--- src/rtl/pipelined_alu_if.sv ---
// pipelined_alu_if: operand/result handshake bundle; master drives in_valid, A, B, Cin, Mode, out_ready; slave drives in_ready, out_valid, Y, Cout, Overflow, Zero
interface pipelined_alu_if #(
    parameter int WIDTH = 16,
    parameter int MODE_W = 4
);
    logic in_valid, in_ready, Cin, out_valid, out_ready, Cout, Overflow, Zero;
    logic [WIDTH-1:0] A, B, Y;
    logic [MODE_W-1:0] Mode;
    modport master(
        output in_valid, A, B, Cin, Mode, out_ready,
        input in_ready, out_valid, Y, Cout, Overflow, Zero
    );
    modport slave(
        input in_valid, A, B, Cin, Mode, out_ready,
        output in_ready, out_valid, Y, Cout, Overflow, Zero
    );
endinterface

--- src/rtl/pipelined_alu.sv ---
// pipelined_alu: one-op-in-flight registered ALU with flags and shift-add multiply; ports clk, rst (sync, active high), bus (slave side of pipelined_alu_if)
module pipelined_alu #(
    parameter int WIDTH = 16,
    parameter int MODE_W = 4,
    parameter int SHW = $clog2(WIDTH)
) (
    input logic clk,
    input logic rst,
    pipelined_alu_if.slave bus
);
    typedef enum logic [1:0] {IDLE, MUL, DONE} state_t;
    localparam int NG = WIDTH / 4;
    state_t state, state_n;
    logic [WIDTH-1:0] a, b, bb, sum, res, ffo, a_cap, b_cap, y;
    logic [NG:0] gc;
    logic [2*WIDTH-1:0] acc, acc_n;
    logic [SHW-1:0] cnt;
    logic add, sub, is_mul, accept, last, cout, ovf, zero, res_ovf;
    assign a = bus.A;
    assign b = bus.B;
    assign add = bus.Mode == 4'd4;
    assign sub = bus.Mode == 4'd5;
    assign is_mul = bus.Mode == 4'd1;
    assign accept = bus.in_valid & bus.in_ready;
    assign last = cnt == SHW'(WIDTH - 1);
    assign bb = sub ? ~b : b;
    assign gc[0] = sub | (add & bus.Cin);
    for (genvar i = 0; i < NG; i++) begin : grp
        logic [3:0] p, g, c;
        assign p = a[4*i+:4] ^ bb[4*i+:4];
        assign g = a[4*i+:4] & bb[4*i+:4];
        assign c[0] = gc[i];
        assign c[1] = g[0] | (p[0] & c[0]);
        assign c[2] = g[1] | (p[1] & g[0]) | (p[1] & p[0] & c[0]);
        assign c[3] = g[2] | (p[2] & g[1]) | (p[2] & p[1] & g[0]) | (p[2] & p[1] & p[0] & c[0]);
        assign gc[i+1] = g[3] | (p[3] & g[2]) | (p[3] & p[2] & g[1]) | (p[3] & p[2] & p[1] & g[0]) | (&p & c[0]);
        assign sum[4*i+:4] = p ^ c;
    end
    // with bb already inverted for SUB, both overflow rules reduce to this one
    assign res_ovf = (add | sub) & (a[WIDTH-1] == bb[WIDTH-1]) & (sum[WIDTH-1] != a[WIDTH-1]);
    always_comb begin
        ffo = '0;
        for (int k = 0; k < WIDTH; k++)
            if (a[k]) ffo = WIDTH'(k + 1);
    end
    always_comb begin
        res = '0;
        case (bus.Mode)
            4'd0: res = a << 1;
            4'd2: res = a >> 1;
            4'd3: res = {a[WIDTH-1], a[WIDTH-1:1]};
            4'd4, 4'd5: res = sum;
            4'd6: res = a & b;
            4'd7: res = a | b;
            4'd8: res = ~a;
            4'd9: res = a ^ b;
            4'd10: res = ~(a ^ b);
            4'd11: res = ~(a | b);
            4'd12: res = {{(WIDTH-1){1'b0}}, 1'b1} << a[SHW-1:0];
            4'd13: res = {{(WIDTH-1){1'b0}}, a < b};
            4'd14: res = b;
            4'd15: res = ffo;
            default: res = '0;
        endcase
    end
    assign acc_n = acc + (b_cap[cnt] ? {{WIDTH{1'b0}}, a_cap} << cnt : '0);
    always_comb begin
        state_n = state == IDLE ? (accept ? (is_mul ? MUL : DONE) : IDLE)
                : state == MUL  ? (last ? DONE : MUL)
                :                 (bus.out_ready ? IDLE : DONE);
    end
    always_ff @(posedge clk) begin
        if (rst) begin
            state <= IDLE;
            cnt <= '0;
            acc <= '0;
            y <= '0;
            cout <= 1'b0;
            ovf <= 1'b0;
            zero <= 1'b0;
        end else begin
            state <= state_n;
            if (accept) begin
                a_cap <= a;
                b_cap <= b;
                cnt <= '0;
                acc <= '0;
            end
            if (accept & ~is_mul) begin
                y <= res;
                cout <= (add | sub) & gc[NG];
                ovf <= res_ovf;
                zero <= res == '0;
            end
            if (state == MUL) begin
                acc <= acc_n;
                cnt <= cnt + 1'b1;
            end
            if (state == MUL && last) begin
                y <= acc_n[WIDTH-1:0];
                cout <= 1'b0;
                ovf <= |acc_n[2*WIDTH-1:WIDTH];
                zero <= acc_n[WIDTH-1:0] == '0;
            end
        end
    end
    assign bus.in_ready = (state == IDLE) & ~rst;
    assign bus.out_valid = state == DONE;
    assign bus.Y = y;
    assign bus.Cout = cout;
    assign bus.Overflow = ovf;
    assign bus.Zero = zero;
endmodule

--- src/flat_wrapper.sv ---
// flat-port wrapper written by rule: the top's interface ports become plain ports
module pipelined_alu_flat 
#(
    parameter int WIDTH = 16,
    parameter int MODE_W = 4,
    parameter int SHW = $clog2(WIDTH)
)
  (clk, rst, bus_in_valid, bus_A, bus_B, bus_Cin, bus_Mode, bus_out_ready, bus_in_ready, bus_out_valid, bus_Y, bus_Cout, bus_Overflow, bus_Zero);
  pipelined_alu_if #(.WIDTH(WIDTH), .MODE_W(MODE_W)) bus_i ();
  input logic clk;
  input logic rst;
  input wire logic [$bits(bus_i.in_valid)-1:0] bus_in_valid;
  input wire logic [$bits(bus_i.A)-1:0] bus_A;
  input wire logic [$bits(bus_i.B)-1:0] bus_B;
  input wire logic [$bits(bus_i.Cin)-1:0] bus_Cin;
  input wire logic [$bits(bus_i.Mode)-1:0] bus_Mode;
  input wire logic [$bits(bus_i.out_ready)-1:0] bus_out_ready;
  output wire logic [$bits(bus_i.in_ready)-1:0] bus_in_ready;
  output wire logic [$bits(bus_i.out_valid)-1:0] bus_out_valid;
  output wire logic [$bits(bus_i.Y)-1:0] bus_Y;
  output wire logic [$bits(bus_i.Cout)-1:0] bus_Cout;
  output wire logic [$bits(bus_i.Overflow)-1:0] bus_Overflow;
  output wire logic [$bits(bus_i.Zero)-1:0] bus_Zero;
  assign bus_i.in_valid = bus_in_valid;
  assign bus_i.A = bus_A;
  assign bus_i.B = bus_B;
  assign bus_i.Cin = bus_Cin;
  assign bus_i.Mode = bus_Mode;
  assign bus_i.out_ready = bus_out_ready;
  assign bus_in_ready = bus_i.in_ready;
  assign bus_out_valid = bus_i.out_valid;
  assign bus_Y = bus_i.Y;
  assign bus_Cout = bus_i.Cout;
  assign bus_Overflow = bus_i.Overflow;
  assign bus_Zero = bus_i.Zero;
  pipelined_alu #(.WIDTH(WIDTH), .MODE_W(MODE_W), .SHW(SHW)) u_core (.clk(clk), .rst(rst), .bus(bus_i));
endmodule
--- config.mk ---
export PLATFORM = sky130hd
export DESIGN_NAME = pipelined_alu_flat
export DESIGN_NICKNAME = d
export VERILOG_FILES = /design/src/rtl/pipelined_alu_if.sv /design/src/rtl/pipelined_alu.sv /design/src/flat_wrapper.sv
export SDC_FILE = /design/constraint.sdc
export NUM_CORES = 1
export LEC_CHECK = 0
export CAP_MARGIN = 40
export CORE_ASPECT_RATIO = 0.5
export CORE_UTILIZATION = 36
export DETAILED_ROUTE_END_ITERATION = 10
export SYNTH_ARGS = -nofsm -noshare
export SYNTH_HDL_FRONTEND = slang
export SYNTH_SLANG_ARGS = --single-unit
export TNS_END_PERCENT = 30
--- constraint.sdc ---
create_clock -name clk -period 6.2 [get_ports clk]
set_clock_uncertainty 0.1 [all_clocks]
set_input_delay 1.24 -clock clk [delete_from_list [all_inputs] [get_ports clk]]
set_output_delay 1.24 -clock clk [all_outputs]
set_load 0.03 [all_outputs]
==> impl_results.md <==
* Status: complete, no violations
* Largest net degree at the start of global routing at 59
* CTS Buf Count at 9
* Tcrit/Tclk final at 0.9280
* Min cycle time layout at 5.754 ns
* Die area at 26270 um2
* Largest family of logic cells by synthesized area: compound AO/OA/AOI/OAI gates
* Max Root-Sink Buffers at 2
* Synth Instances at 1185
* Mux contribution to synthesized area at 0.05555
* R2r startpoint: u_core.cnt[0]
* Clk pin slew, worst setup/hold paths at 0.07 ns
* Syn-to-layout area delta at 18.40%
* Min-Delay Startpoint: u_core.acc[13]
* Syn Area/Cell at 7.774 um2
* Crit-path max cell delay at 0.53 ns
* Synth Area in Simple Gates at 0.2098
* Mapped Nets at 1327
* CP endpoint kind: flip-flop
* Ranking of synthesized cells by area: ha_1, dfxtp_1, edfxtp_1, a21oi_1, nor2_1
* Wirelength per Cell at around 20 um
* Lkg Pwr at 0.004389 uW
* Initial drt markers at ~990
* Final Cell Area at 10910 um2
* Post-Synth Adder-Cell Area at 0.1412
* Layout Cells excl Fill at 1608
* Cell taking the most area after synthesis: ha_1
* CTS tree: done
* Placer Congestion at 0.9228
* Crit path kind: in2reg
* Max-cap viol count at 0
* Setup tns final at 0 ns
* WP data arrival at 5.92 ns
* Cell Rows at 40
* Crit-path cells: dlymetal6s2s_1 -> or3b_4 -> nor2_4 -> buf_4 -> xnor2_1 -> ha_1 -> o21ai_1 -> nand2b_1 -> a31oi_4 -> o31a_1 -> o21a_1 -> o21bai_1 -> a21oi_2 -> fa_2 -> xor2_1 -> o22ai_1 -> a2111oi_2 -> o21ai_1 -> a21oi_2 -> nand2_1 -> nor4_2 -> nand4_1 -> or4_1 -> o32ai_1
* Max rail drop VDD at 0.1362 mV
* Fin. max-slew vios at 0
* Pre-CTS setup slack at -0.4372 ns
* Vias in the first global route at 8993
* DPL Wire Length at roughly 25 mm
* Flops & latches, synth at 89
* DRC at 0
* Yosys top cell area share at 0.1304
* Synthesized cell area at ~9200 um2
* Unrepaired setup endpoints after global routing: no
* Most frequent cells in the layout: nor2_1, a21oi_1, ha_1
* Global route total overflow at 0
* CP Buf/Inv Count at 2
* Seq/Total Area, Yosys at 0.2282
* Wire length of the first global-routing pass at 50.37 mm
* Area share of xor/xnor cells in the synthesized design at 0.05039
* Hold Vio Cnt, Final at 0
* Worst hold path class: reg2reg
* Vias per cell at 5.889
* Synthesis Warnings at 0
* Most common cell after layout, fill and taps aside: nor2_1
* Core area at 24520 um2
* Required @ worst endpoint at 6.37 ns
* Final setup vio count at 0
* Slowest-stage cell, CP: or4_1
* Dpl cell area at 10480 um2
* Clock latency on the worst-skew pair at 0.35 ns
* Crit path max-delay family: compound AO/OA/AOI/OAI gates
* Cts hold-fix bufs at 0
* Ports at 62
* Via count at 9469
* Final worst slack at 0.4463 ns
* Setup crit start: bus_Mode[1]
* Worst-Margin Slew at 0.9481 ns
* Port Buffer Count at just over 60
* Die Y at between 100 and 150 um
* Clk Tree Root Cell: clkbuf_16
* Slew HR at 0.3621
* Routed Antenna Nets at 0
* DRT Wirelength at 32.85 mm
* Critical Path Fanout Max at 4
* Share of cells above drive strength 1 at 0.1117
* Initial DRT Pass Iterations at 6
* EDFF count, synth at 32
* H-tree Lvls at 3
* Antenna violations before repair at 1
* Synth Area in Compound Gates at 0.2613
* Worst setup SP type: input pin
* Clock Sink Count at 89
* Die width at 228.2 um
* Overall Global Routing Usage at 0.2463
* WHS at 0.3734 ns
* Initial Utilization at 0.3757
* Nets@finish at roughly 1.4k
* Fillers at 2492
* Post-synth cell types at 90
* Max Fclk at approximately 0.17 GHz
* Pwr Density at 157.2 nW/um2
* Primary FF master, synth: dfxtp_1
* Async set-reset flop share out of synthesis at 0
* Dpl cells at approximately 1.6k
==> cells by family after synthesis <==
logic type | Yosys count
simple gates | 405
flops | 89
mux | 44
fa+ha+maj | 101
buf+inv | 128
xor+xnor | 53
compound gates | 365
==> layout make-up <==
cell class,instances,area [um2],area share
diodes,1,2.502,0.0002294
clock buffers,11,254.0,0.02329
clock inverters,5,36.28,0.003326
inverters,60,225.2,0.02065
multi-input cells,968,6669,0.6114
flip-flops and latches,89,2102,0.1927
well taps,336,420.4,0.03854
repair buffers,138,1199,0.1099
==> stage by stage <==
step | utilization | total power [uW]
after global placement | 0.4266 | 1135
final | 0.4448 | 1715
after floorplan | - | 939.0
after global routing | 0.4447 | 1786
after CTS | 0.4413 | 1705
after detailed placement | 0.4272 | 1144
==> Yosys cell counts, types with 6 or more instances <==
master     number
dfxtp_1        57
ha_1           96
o31ai_1         6
o21bai_1       12
nor2b_1        17
buf_1           7
nand3_1        40
a2111oi_0       6
nor3_1         30
a21oi_2         6
xor2_1         13
nand4_1        11
nor4_1         12
buf_2          10
mux2i_1        32
a31oi_1        12
xnor2_1        40
inv_1          58
a221oi_1        6
a21o_1         12
o22ai_1         9
nand2_1        93
clkbuf_1       51
mux2_2          7
a21oi_1       128
nand2b_1       13
nor2_1        147
a22oi_1        18
edfxtp_1       32
o21ai_0        58
a211oi_1       25
o221ai_1        6
==> tightest hold or removal path, stage by stage (launching register included) <==
cell and delay [ns]:
dfxtp_1 0.31, nand3_1 0.06, a21oi_1 0.06
==> flip-flops by register name, indices dropped and copies added, names as in the netlist <==
register             cells
u_core.acc              32
u_core.a_cap            16
u_core.b_cap            16
u_core.bus.Y            16
u_core.cnt               4
u_core.state             2
u_core.bus.Cout          1
u_core.bus.Overflow      1
u_core.bus.Zero          1
==> per-layer routing <==
layer | part of all wire | vias up | track usage
met4 | 0.023 | 0 | 0.07696
met5 | 0 | - | 0
met1 | 0.45 | 4524 | 0.3290
li1 | - | 4510 | -
met3 | 0.076 | 52 | 0.04489
met2 | 0.45 | 383 | 0.4063
==> timing repair <==
action                                  CTS  global route
gates resized for setup                   1            16
cloned                                    0             0
setup buffers                             7             4
pin swaps                                 1            17
endpoints found under the setup margin    1             2
==> worst paths after layout <==
check,end,cells past startpoint,slack [ns]
worst max-delay path,u_core.bus.Zero,24,0.45
worst min-delay path,u_core.acc[13],2,0.37
worst max register to register,u_core.bus.Overflow,19,0.60
worst min register to register,u_core.acc[13],2,0.37
==> power by group <==
part / switching (uW) / internal [uW]
Sequential: 10.8 / 625
Clock: 253 / 299
Combinational: 315 / 212
Total: 579 / 1140
Note: power is estimated with default switching activity, not from simulation.
